[src/rtl/memory_fill_engine.sv]
// Sweeps an SRAM address window, either writing a generated pattern or reading it
// back through a READ_LATENCY-deep tag pipe and flagging the first mismatch.
module memory_fill_engine #(
  parameter int ADDR_WIDTH   = 18,
  parameter int DATA_WIDTH   = 32,
  parameter int READ_LATENCY = 1
) (
  input  logic                  clk,
  input  logic                  reset_n,
  input  logic                  enable,
  input  logic                  pause,
  input  logic                  verify,
  input  logic [1:0]            mode,
  input  logic [ADDR_WIDTH-1:0] start_addr,
  input  logic [ADDR_WIDTH:0]   length,
  input  logic [DATA_WIDTH-1:0] pattern,
  input  logic [DATA_WIDTH-1:0] data_read,
  output logic                  wren,
  output logic [ADDR_WIDTH-1:0] address,
  output logic [DATA_WIDTH-1:0] data_write,
  output logic                  done,
  output logic                  error,
  output logic [ADDR_WIDTH-1:0] error_addr
);

  typedef enum logic [1:0] {S_IDLE, S_RUN, S_DRAIN, S_DONE} state_t;

  typedef struct packed {
    logic                  valid;
    logic [ADDR_WIDTH-1:0] addr;
    logic [DATA_WIDTH-1:0] expected;
  } tag_t;

  state_t                state;
  logic                  cfg_verify;
  logic [1:0]            cfg_mode;
  logic [ADDR_WIDTH-1:0] cfg_start;
  logic [ADDR_WIDTH:0]   cfg_length;
  logic [DATA_WIDTH-1:0] cfg_pattern;
  logic [ADDR_WIDTH:0]   index;
  tag_t                  pipe [READ_LATENCY];

  logic [ADDR_WIDTH-1:0] issue_addr;
  logic [DATA_WIDTH-1:0] issue_data;
  logic [ADDR_WIDTH:0]   index_next;
  logic                  last_issue;
  tag_t                  tail;
  logic                  cmp_fail;
  logic                  drain_last;

  // NOTE: every combinational output gets a default first so no path leaves it unassigned (no latch).
  always_comb begin
    issue_addr = cfg_start + index[ADDR_WIDTH-1:0];
    issue_data = cfg_pattern;
    case (cfg_mode)
      2'd0: issue_data = cfg_pattern;
      2'd1: issue_data = cfg_pattern + DATA_WIDTH'(index);
      2'd2: issue_data = DATA_WIDTH'(issue_addr);
      2'd3: issue_data = index[0] ? ~cfg_pattern : cfg_pattern;
    endcase
    index_next = index + 1'b1;
    last_issue = (index_next == cfg_length);
    tail       = pipe[READ_LATENCY-1];
    cmp_fail   = tail.valid && (data_read != tail.expected);
    // The last compare happens when only the exit stage still holds a valid tag.
    drain_last = 1'b1;
    for (int i = 0; i < READ_LATENCY - 1; i++) begin
      if (pipe[i].valid) drain_last = 1'b0;
    end
  end

  // NOTE: state is updated with non-blocking assignments only; the small tag pipe is
  // reset too, since a stale valid bit would otherwise produce a phantom compare.
  always_ff @(posedge clk or negedge reset_n) begin
    if (!reset_n) begin
      state       <= S_IDLE;
      wren        <= 1'b0;
      address     <= '0;
      data_write  <= '0;
      done        <= 1'b0;
      error       <= 1'b0;
      error_addr  <= '0;
      cfg_verify  <= 1'b0;
      cfg_mode    <= '0;
      cfg_start   <= '0;
      cfg_length  <= '0;
      cfg_pattern <= '0;
      index       <= '0;
      for (int i = 0; i < READ_LATENCY; i++) pipe[i] <= '0;
    end else begin
      pipe[0] <= '0;
      for (int i = 1; i < READ_LATENCY; i++) pipe[i] <= pipe[i-1];

      if (!enable) begin
        state      <= S_IDLE;
        wren       <= 1'b0;
        address    <= '0;
        data_write <= '0;
        done       <= 1'b0;
        for (int i = 0; i < READ_LATENCY; i++) pipe[i] <= '0;
      end else begin
        if ((state == S_RUN || state == S_DRAIN) && cmp_fail && !error) begin
          error      <= 1'b1;
          error_addr <= tail.addr;
        end

        case (state)
          S_IDLE: begin
            cfg_verify  <= verify;
            cfg_mode    <= mode;
            cfg_start   <= start_addr;
            cfg_length  <= length;
            cfg_pattern <= pattern;
            index       <= '0;
            error       <= 1'b0;
            error_addr  <= '0;
            state       <= (length == '0) ? S_DONE : S_RUN;
          end
          S_RUN: begin
            if (pause) begin
              wren <= 1'b0;
            end else begin
              address <= issue_addr;
              wren    <= !cfg_verify;
              if (cfg_verify) begin
                pipe[0] <= '{valid: 1'b1, addr: issue_addr, expected: issue_data};
              end else begin
                data_write <= issue_data;
              end
              index <= index_next;
              if (last_issue) state <= cfg_verify ? S_DRAIN : S_DONE;
            end
          end
          S_DRAIN: begin
            wren <= 1'b0;
            if (drain_last) begin
              done  <= 1'b1;
              state <= S_DONE;
            end
          end
          S_DONE: begin
            done <= 1'b1;
            wren <= 1'b0;
          end
          default: state <= S_IDLE;
        endcase
      end
    end
  end

endmodule

[config.mk]
export PLATFORM = sky130hd
export DESIGN_NAME = memory_fill_engine
export DESIGN_NICKNAME = d
export VERILOG_FILES = /design/src/rtl/memory_fill_engine.sv
export SDC_FILE = /design/constraint.sdc
export NUM_CORES = 1
export LEC_CHECK = 0
export BUFFER_PORTS_ARGS = -buffer_cell sky130_fd_sc_hd__buf_2
export CAP_MARGIN = 40
export CORE_MARGIN = 3
export CORE_UTILIZATION = 35
export DETAILED_ROUTE_END_ITERATION = 8
export HOLD_SLACK_MARGIN = 0.02
export SETUP_SLACK_MARGIN = 0.2
export SLEW_MARGIN = 20
export SYNTH_ARGS = -nofsm -noshare
export SYNTH_HDL_FRONTEND = slang
export SYNTH_SLANG_ARGS = --single-unit
[constraint.sdc]
create_clock -name clk -period 2.6 [get_ports clk]
set_input_delay 0 -clock clk [delete_from_list [all_inputs] [get_ports clk]]
set_output_delay 0 -clock clk [all_outputs]
set_load 0.005 [all_outputs]
# --- After elaboration in Yosys (flattened, before gate mapping) ---
# Index checks and enable logic that the tools add are counted.
classes:
  addsub: 3
  n_mul: 0
  div_mod_pow: 0
  magnitude_cmp: 0
  n_eq_ne: 17
  shift: 0
  mux: 30
  bitwise_logic: 1
  n_reduce_logical: 18
op_table:
  columns: ["operator", "n"]
  rows:
  - ["2-to-1 mux 51 bit", 4]
  - ["2-to-1 mux 32 bit", 5]
  - ["one-hot mux 32 bit (4 select lines)", 1]
  - ["2-to-1 mux 18 bit", 5]
  - ["one-hot mux 19 bit (2 select lines)", 1]
  - ["adder 32 x 19 -> 32 bit", 1]
  - ["inequality test 32 bit", 1]
  - ["NOT 32 bit", 1]
  - ["adder 19 x 1 -> 19 bit, second input constant", 1]
  - ["== test 19 bit", 1]
  - ["zero test 19 bit", 1]
  - ["2-to-1 mux 19 bit", 1]
  - ["adder 18 bit", 1]
  - ["AND reduction 3 bit", 3]
  - ["== test 2 bit, second input constant", 4]
  - ["2-to-1 mux 2 bit", 4]
  - ["inequality test 2 bit, second input constant", 4]
  - ["2-to-1 mux 1 bit", 7]
  - ["inequality test 3 bit, second input constant", 2]
  - ["one-hot mux 2 bit (3 select lines)", 1]
  - ["AND reduction 2 bit", 3]
  - ["== test 2 x 1 -> 1 bit, second input constant", 2]
  - ["zero test 2 bit", 2]
  - ["inequality test 4 x 1 -> 1 bit, second input constant", 1]
  - ["other kinds (8)", 12]
word_totals:
  ff_bits: 215
  latchBits: 0
  ramBits: 0
  rom_bits: 0
  inputBits: 108
  output_inout_bits: 71
  wordCells: 85
  n_memories: 0

# --- Logic depth before layout (Yosys ltp) ---
# Gate-level depths: netlist of run 1.
logic_depth:
  ltp_word: 7
  ltp_mapped: 11
  depth_no_buf: 11

# --- Worst setup path before layout of run 1 ---
# Ideal clock, no wire load.
synth_timing:
  kind: "register to register"
  startpoint: "register index[0]"
  endpoint: "register data_write[12]"
  setup_ps: 121
  arrival_time_ps: 2682
  t_required_ps: 2479
  slack_ps: -203
  path_stages_with_launch: 12
  path_buffers: 0
  period_less_slack_ps: 2803
  cell_sequence: "dfrtp_1 ha_1 inv_1 fa_1 nor2b_4 o31a_1 or4_4 a21o_2 nand2_2 xnor2_1 mux4_2 a22o_1"
synth_between:
  elab_chain_cells: 6
  elab_cells_between_ends: 8
  classes_between: "add/sub: 2; mux: 6"
synth_rtl:
  columns: ["item", "line_no", "rtl"]
  rows:
  - ["start: declaration", "40", "logic [ADDR_WIDTH:0] index;"]
  - ["start signal: assignment", "130", "index <= index_next;"]
  - ["adder 32 x 19 -> 32 bit (tied with other cells)", "57", "2'd1: issue_data = cfg_pattern + DATA_WIDTH'(index);"]
  - ["one-hot mux 32 bit (4 select lines) (*)", "55", "case (cfg_mode)"]
  - ["2-to-1 mux 32 bit (*)", "125", "if (cfg_verify) begin"]
  - ["2-to-1 mux 32 bit (*)", "120", "if (pause) begin"]
  - ["2-to-1 mux 32 bit (*)", "107", "case (state)"]
  - ["2-to-1 mux 32 bit (*)", "94", "if (!enable) begin"]
  - ["end signal: assignment", "128", "data_write <= issue_data;"]
  - ["end: declaration", "20", "output logic [DATA_WIDTH-1:0] data_write,"]
# Every way passes the cells marked *; elsewhere a longest branch is shown, timed or not. The select of a mux whose other input is x is not followed.
# A chain may end at the register's enable or synchronous reset.

# --- Worst setup path after layout of run 1 ---
# Same ends and word-level chain as after synthesis.

==> key figures, run 1 <==
Global route
  – Maximum number of pins on one net before global-route repair: 75
  – First-pass GRT wire length: 62730 um
  – GRT Residual Overflow: 0
  – Total track usage: 21.97%
  – Antenna violations before repair: 1
  – Vias in the first global route: 10650

Place
  – Placed wire-length estimate after detailed placement: 30480 um
  – Number of cells after detailed placement: 1916
  – Post-Place Setup Slack: -0.2377 ns
  – # port buffers: 178
  – Routability Congestion: 0.9423

Power and ir drop
  – Power per unit of standard cell area: 992.8 nW/um2
  – Maximum resistive drop on vdd: 0.6125 mV
  – Total leakage power: 0.008015 uW

Clock network
  – Skew-Pair Late Insertion Delay: 0.54 ns
  – CTS Buf Count: 25
  – Longest Clk Path Bufs: 3
  – Clock tree from TritonCTS: yes
  – Clk sinks: 215
  – CTS Root Cell: sky130_fd_sc_hd__clkbuf_16
  – Number of H-tree levels: 1
  – Clock input transition at the sequential cells of the worst setup and hold paths: 0.06 ns

Route
  – Violation count after the first detailed-routing iteration: 824
  – Count of vias placed by the detailed router: 10910
  – DR pass1 iterations: 5
  – Detail Route Antenna Nets: 0
  – Average vias per placed instance: about 5.3
  – WL/cell: 19.83 um
  – Routed Wire Length: just over 40000 um
  – DRC violation count after routing: 0

Status
  – Violations in the final reports: negative setup slack
  – Run status: finished with violations

Final layout
  – Ratio of cells with drive above 1 in the final layout: 37.43%
  – NumNets Final: ~1700
  – Fill cell count: 3055
  – Layout-stage area growth over the synthesis result: 42.40%
  – Number of standard cells in the final layout excluding fillers: 2059
  – Number of antenna cells inserted: 0

STA
  – Maximum frequency from static timing analysis: around 360 MHz
  – Worst Hold Slack: 0.05343 ns
  – Final worst clock skew: 0.01179 ns
  – Setup Viol. Count Final: 39
  – Worst Max-Slew Pin Slew: 0.7661 ns
  – Headroom to the max-slew limit: between 40 and 50%
  – PnR worst setup slack: -0.2037 ns
  – Final worst-path cycle share: 107.8%
  – RSZ-0062 raised after global routing: true
  – Hold Vio Cnt, Final: 0
  – Aggregate negative setup slack: -3.797 ns
  – Slew Viols, Final: 0
  – Shortest period the worst path allows: 2.804 ns

Die
  – Die Outline Area: between 30000 and 40000 um2
  – Die height: 191.7 um
  – Standard-cell rows: 67
  – Core region area: about 34000 um2
  – Initial Utilization: 35.74%
  – Horizontal die dimension: around 190 um
  – Number of primary I/O pins: approximately 180

Setup path
  – Crit Path Class: flop to flop
  – CP Launch Type: flop
  – CP Max Fanout: 3
  – Req. time, crit path: 3.03 ns
  – Crit path buf inv count: 1
  – CP max stage delay: roughly 0.47 ns
  – Largest delay share family, worst path: compound AO/OA/AOI/OAI gates
  – Cell with the largest stage delay on the worst path: sky130_fd_sc_hd__mux4_2
  – Crit. End Element: flop
  – Series of cell instances along the critical path: ha_4, inv_2, fa_2, nor2b_4, o31a_1, or4_4, a21o_4, nand2_4, xnor2_2, mux4_2, a22o_1
  – Arrival time of data at the critical path endpoint: 3.23 ns

Synth
  – Library cell with the highest instance count after synthesis: sky130_fd_sc_hd__dfrtp_1
  – Cell count after synthesis: 1181
  – Post-synth top cells: sky130_fd_sc_hd__dfrtp_1, sky130_fd_sc_hd__nand2_1, sky130_fd_sc_hd__nor2_1, sky130_fd_sc_hd__o21ai_0, sky130_fd_sc_hd__mux2_2
  – Share of the yosys chip area belonging to registers: between 40 and 50%
  – Portion of synthesized cell area occupied by the leading cell type: 44.56%
  – Cells taking the most area after synthesis: sky130_fd_sc_hd__dfrtp_1, sky130_fd_sc_hd__mux2_2, sky130_fd_sc_hd__xnor2_1, sky130_fd_sc_hd__ha_1, sky130_fd_sc_hd__xor2_1
  – Number of nets produced by synthesis: 1332
  – Flip-flop and latch count after synthesis: around 220
  – Top cell type by total area after synthesis: sky130_fd_sc_hd__dfrtp_1
  – Syn Std Cell Area: 12070 um2
  – Post-synth EDFFs: 0
  – Number of distinct library cells after synthesis: 71
  – Post-synthesis area per instance: roughly 10 um2
  – Ys Warns: 0
  – Async SR Flop Fraction: 100.0%
  – Most common flop cell mapped by yosys: sky130_fd_sc_hd__dfrtp_1

Run
  – Max Cap Violations: 0

Min path
  – Type of the tightest min-delay check: input port to async pin
## path summary, 6_finish.rpt
kind / depth (start not counted) / to / slack (ns) / from
worst max-delay path: 11 / data_write[12] / -0.20 / index[0]
worst min-delay path: 2 / pipe[22] / 0.05 / reset_n
worst max register to register: 11 / data_write[12] / -0.20 / index[0]
worst min register to register: 1 / error_addr[16] / 0.46 / pipe[48]
max in group asynchronous: 3 / index[6] / 1.78 / reset_n
min in group clk: 3 / cfg_pattern[25] / 0.22 / pattern[25]
## metal layers
metal	up-vias	global-route usage (%)	wire length (um)
met5	-	0	13
met4	2	6.012	1198
met3	67	3.267	2707
met2	378	34.45	18470
met1	5311	31.70	18430
li1	5152	-	-
## logic make-up after synthesis
kind of cell	Yosys count	synth area share [%]
xor gates and xnor gates	118	8.560
muxes	89	9.057
and+or+nand+nor	326	13.41
buffers and inverters	83	2.622
adders and majority gates	43	4.580
DFF	215	44.56
AOI/OAI and AO/OA	307	17.21
## worst register-to-register path, stage by stage, from the launching register on
cell and delay, ns:
sky130_fd_sc_hd__dfrtp_2 0.45, sky130_fd_sc_hd__ha_4 0.18, sky130_fd_sc_hd__inv_2 0.05, sky130_fd_sc_hd__fa_2 0.22, sky130_fd_sc_hd__nor2b_4 0.05, sky130_fd_sc_hd__o31a_1 0.24, sky130_fd_sc_hd__or4_4 0.43, sky130_fd_sc_hd__a21o_4 0.25
sky130_fd_sc_hd__nand2_4 0.06, sky130_fd_sc_hd__xnor2_2 0.10, sky130_fd_sc_hd__mux4_2 0.47, sky130_fd_sc_hd__a22o_1 0.19
## placed cells by master (no fill, tap or decap), types with 17 or more instances in the layout
cell	instances
sky130_fd_sc_hd__dfrtp_1	212
sky130_fd_sc_hd__buf_4	179
sky130_fd_sc_hd__buf_2	177
sky130_fd_sc_hd__nand2_1	84
sky130_fd_sc_hd__dlygate4sd3_1	76
sky130_fd_sc_hd__nor2_1	74
sky130_fd_sc_hd__mux2_2	72
sky130_fd_sc_hd__xnor2_1	65
sky130_fd_sc_hd__o21ai_0	48
sky130_fd_sc_hd__xor2_1	46
sky130_fd_sc_hd__a21oi_1	40
sky130_fd_sc_hd__a22o_1	37
sky130_fd_sc_hd__ha_1	30
sky130_fd_sc_hd__nand3_1	29
sky130_fd_sc_hd__clkbuf_16	25
sky130_fd_sc_hd__and2_1	22
sky130_fd_sc_hd__o21ai_1	20
sky130_fd_sc_hd__o211ai_1	20
sky130_fd_sc_hd__inv_1	18
sky130_fd_sc_hd__nand4_1	18
sky130_fd_sc_hd__a21o_1	17
## power breakdown
group,internal [uW],switching [uW],total (uW)
clock,2190,1420,3600
sequential,4180,890,5070
combinational,4040,4350,8390
## per-stage QoR
step | util (%) | total power [uW] | instance area, um2
after floorplan | - | 9208 | 12170
after global placement | 43.57 | 12290 | 14720
after detailed placement | 43.57 | 12420 | 14720
after CTS | 50.07 | 16800 | 16920
after global routing | 50.89 | 18040 | 17190
final | 50.89 | 17070 | 17190
## layout make-up
class / instances / area, um2 / area share, %
Clock inverter: 7 / 130.1 / 0.7568
Multi-Input combinational cell: 883 / 7114 / 41.38
Clock buffer: 36 / 706.9 / 4.111
Tap cell: 448 / 560.5 / 3.260
Inverter: 21 / 78.83 / 0.4584
Sequential cell: 215 / 5384 / 31.31
Timing Repair Buffer: 449 / 3219 / 18.72
## registers in the layout, indices dropped and copies added, names as in the netlist
name	count
address	18
error_addr	18
pipe	51
error	1
cfg_mode	2
cfg_length	19
done	1
cfg_verify	1
cfg_start	18
cfg_pattern	32
state	2
wren	1
data_write	32
index	19
## timing repair
action                     in CTS  in global routing
gates resized for setup       109                 41
hold buffers                   76                  0
gates cloned                    0                  0
pin swaps                      61                 32
buffers inserted               16                  8
hold endpoints to repair      270                  0
setup endpoints to repair      74                 76
Note: power is estimated with default switching activity, not from simulation.
==> run 2: changes to the inputs <==
--- a/config.mk
+++ b/config.mk
@@ -9,6 +9,7 @@
 export CAP_MARGIN = 40
 export CORE_MARGIN = 3
 export CORE_UTILIZATION = 35
+export CTS_CLUSTER_DIAMETER = 60
 export DETAILED_ROUTE_END_ITERATION = 8
 export HOLD_SLACK_MARGIN = 0.02
 export SETUP_SLACK_MARGIN = 0.2
@@ -16,3 +17,4 @@
 export SYNTH_ARGS = -nofsm -noshare
 export SYNTH_HDL_FRONTEND = slang
 export SYNTH_SLANG_ARGS = --single-unit
+export TNS_END_PERCENT = 20
==> key figures, run 2 (synthesized netlist as in run 1, its figures left out) <==
STA
  – Headroom to the max-slew limit: 56.13% (+7.4 points)
  – Worst Max-Slew Pin Slew: 0.6556 ns (-0.1105 ns)
  – Slew Viols, Final: 0 (unchanged)
  – Aggregate negative setup slack: -4.163 ns (-0.3663 ns)
  – Final worst-path cycle share: 109.8% (+1.9 points)
  – RSZ-0062 raised after global routing: true
  – Final worst clock skew: 0.02505 ns (+0.01326 ns)
  – PnR worst setup slack: -0.2542 ns (-0.05050 ns)
  – Maximum frequency from static timing analysis: 350.4 MHz (-1.8%)
  – Setup Viol. Count Final: 37 (-5.1%)
  – Worst Hold Slack: 0.04739 ns (-0.006031 ns)
  – Hold Vio Cnt, Final: 0 (unchanged)
  – Shortest period the worst path allows: 2.854 ns (+0.05050 ns)

Die
  – Number of primary I/O pins: 179 (unchanged)
  – Core region area: 33780 um2 (unchanged)
  – Die Outline Area: 36760 um2 (unchanged)
  – Die height: 191.7 um (unchanged)
  – Horizontal die dimension: 191.7 um (unchanged)
  – Standard-cell rows: 67 (unchanged)
  – Initial Utilization: 35.74% (unchanged)

Min path
  – Type of the tightest min-delay check: input port to async pin

Final layout
  – Most common cell after layout, fill and taps aside: sky130_fd_sc_hd__dfrtp_1
  – Fill cell count: 3002 (-1.7%)
  – Layout-stage area growth over the synthesis result: 43.21%
  – Biggest registers after layout: pipe: 51 flops, cfg_pattern: 32 flops, data_write: 32 flops
  – NumNets Final: 1741 (-0.29%)
  – Most flop-heavy register: pipe
  – Most used cells in the layout excluding fill and tap cells: sky130_fd_sc_hd__dfrtp_1, sky130_fd_sc_hd__buf_2, sky130_fd_sc_hd__buf_4, sky130_fd_sc_hd__nand2_1, sky130_fd_sc_hd__dlygate4sd3_1
  – Number of antenna cells inserted: 0 (unchanged)
  – Ratio of cells with drive above 1 in the final layout: 37.41% (about the same)
  – Number of flip-flops under the largest register name: 51 (unchanged)

Clock network
  – CTS Root Cell: sky130_fd_sc_hd__clkbuf_16
  – Clk sinks: 215 (unchanged)
  – Skew-Pair Late Insertion Delay: 0.55 ns (about the same)
  – Clock tree from TritonCTS: yes
  – CTS Buf Count: 27 (+8.0%)
  – Longest Clk Path Bufs: 3 (unchanged)
  – Clock input transition at the sequential cells of the worst setup and hold paths: 0.07 ns (about the same)
  – Number of H-tree levels: 1 (unchanged)

Route
  – Average vias per placed instance: 5.264 (-0.66%)
  – Routed Wire Length: 41130 um (+0.76%)
  – DRC violation count after routing: 0 (unchanged)
  – DR pass1 iterations: 5 (unchanged)
  – Detail Route Antenna Nets: 0 (unchanged)
  – WL/cell: 20.00 um (+0.85%)
  – Violation count after the first detailed-routing iteration: 802 (-2.7%)
  – Count of vias placed by the detailed router: 10830 (-0.75%)

Setup path
  – CP max stage delay: 0.48 ns (about the same)
  – Crit. Startpoint: index[0]
  – CP Max Fanout: 3 (unchanged)
  – Arrival time of data at the critical path endpoint: 3.29 ns (+0.06 ns)
  – Series of cell instances along the critical path: ha_4, inv_2, fa_2, nor2b_4, o31a_1, or4_4, a21o_4, nand2_4, xnor2_4, mux4_2, a22o_1
  – Crit. End Element: flop
  – Req. time, crit path: 3.04 ns (about the same)
  – CP Launch Type: flop
  – Crit Path Class: flop to flop
  – Reg2Reg Launch Point: index[0]
  – Cell with the largest stage delay on the worst path: sky130_fd_sc_hd__mux4_2

Global route
  – Antenna violations before repair: 0 (-1)
  – Total track usage: 21.94% (-0.031 points)
  – GRT Residual Overflow: 0 (unchanged)
  – First-pass GRT wire length: 62700 um (about the same)
  – Vias in the first global route: 10670 (+0.17%)
  – Maximum number of pins on one net before global-route repair: 76 (+1.3%)

Place
  – Routability Congestion: 0.9172 (-2.7%)
  – # port buffers: 178 (unchanged)
  – Placed wire-length estimate after detailed placement: 30810 um (+1.1%)

Power and ir drop
  – Total leakage power: 0.008066 uW (+0.64%)
  – Maximum resistive drop on vdd: 0.5815 mV (-5.1%)
  – Power per unit of standard cell area: 1014 nW/um2 (+2.2%)

Run
  – Max Cap Violations: 0 (unchanged)

Status
  – Run status: finished with violations
  – Violations in the final reports: negative setup slack
-- run 2: changes by cell type in the layout (fill, tap and decap cells not counted), sizes merged --
| cell | delta |
|---|---|
| clkinvlp | +1 |
| clkinv | +3 |
| inv | +2 |
| buf | -7 |
| clkbuf | -3 |
| bufinv | +2 |
-- run 2: report_power, final --
part	total, uW	internal [uW]	switching, uW
Clock	4050	2520	1530
Sequential	5060	4180	874
Combinational	8430	4050	4380
-- run 2: area by class of cell --
type                       instances  area (um2)  area share [%]
tap                              448       560.5           3.242
sequential                       215        5386           31.15
inverter                          21       78.83          0.4559
timing repair buffer             442        3173           18.35
clock inverter                    15       256.5           1.483
multi-input combinational        883        7108           41.11
clock buffer                      33       728.2           4.211
-- run 2: repair_timing --
action / in CTS / in global routing
setup endpoints to repair: 73 / 77
gates cloned: 0 / 0
gates resized for setup: 80 / 79
hold buffers: 76 / 0
setup buffers: 6 / 7
hold endpoints to repair: 158 / 0
pin swaps: 45 / 46
-- run 2: metal layers --
layer / share of wire (%) / vias up / track usage (%)
met1: 46 / 5310 / 31.61
met2: 46 / 328 / 34.90
met4: 2.4 / 0 / 5.476
li1: - / 5135 / -
met3: 5.9 / 55 / 2.993
met5: 0 / - / 0
-- run 2: worst paths after layout --
kind,end,slack (ns),cells after the start
worst max-delay path,data_write[12],-0.25,11
worst min-delay path,data_write[2],0.05,2
worst max register to register,data_write[12],-0.25,11
worst min register to register,error_addr[1],0.46,1
max in group asynchronous,index[4],1.70,3
min in group clk,cfg_pattern[21],0.22,3
-- run 2: metrics by stage --
stage / area [um2] / power, uW / setup WS [ns] / utilization, % / cells
2_1_floorplan: 12100 / 9143 / -0.1396 / - / 1181
4_1_cts: 16860 / 17140 / -0.2228 / 49.90 / 2050
3_3_place_gp: 14680 / 12360 / -0.2861 / 43.45 / 1920
3_5_place_dp: 14680 / 12470 / -0.3455 / 43.45 / 1920
5_1_grt: 17290 / 18510 / -0.3358 / 51.18 / 2057
6_report: 17290 / 17540 / -0.2542 / 51.18 / 2057
-- run 2: worst max-delay path: cells and delay by family, from the launching register on --
family / cells / cell delay [ns]
xor gates and xnor gates: 1 / 0.10
and+or+nand+nor: 3 / 0.57
AOI/OAI and AO/OA: 3 / 0.70
muxes: 1 / 0.48
buffers and inverters: 1 / 0.04
DFF: 1 / 0.45
adders and majority gates: 2 / 0.39
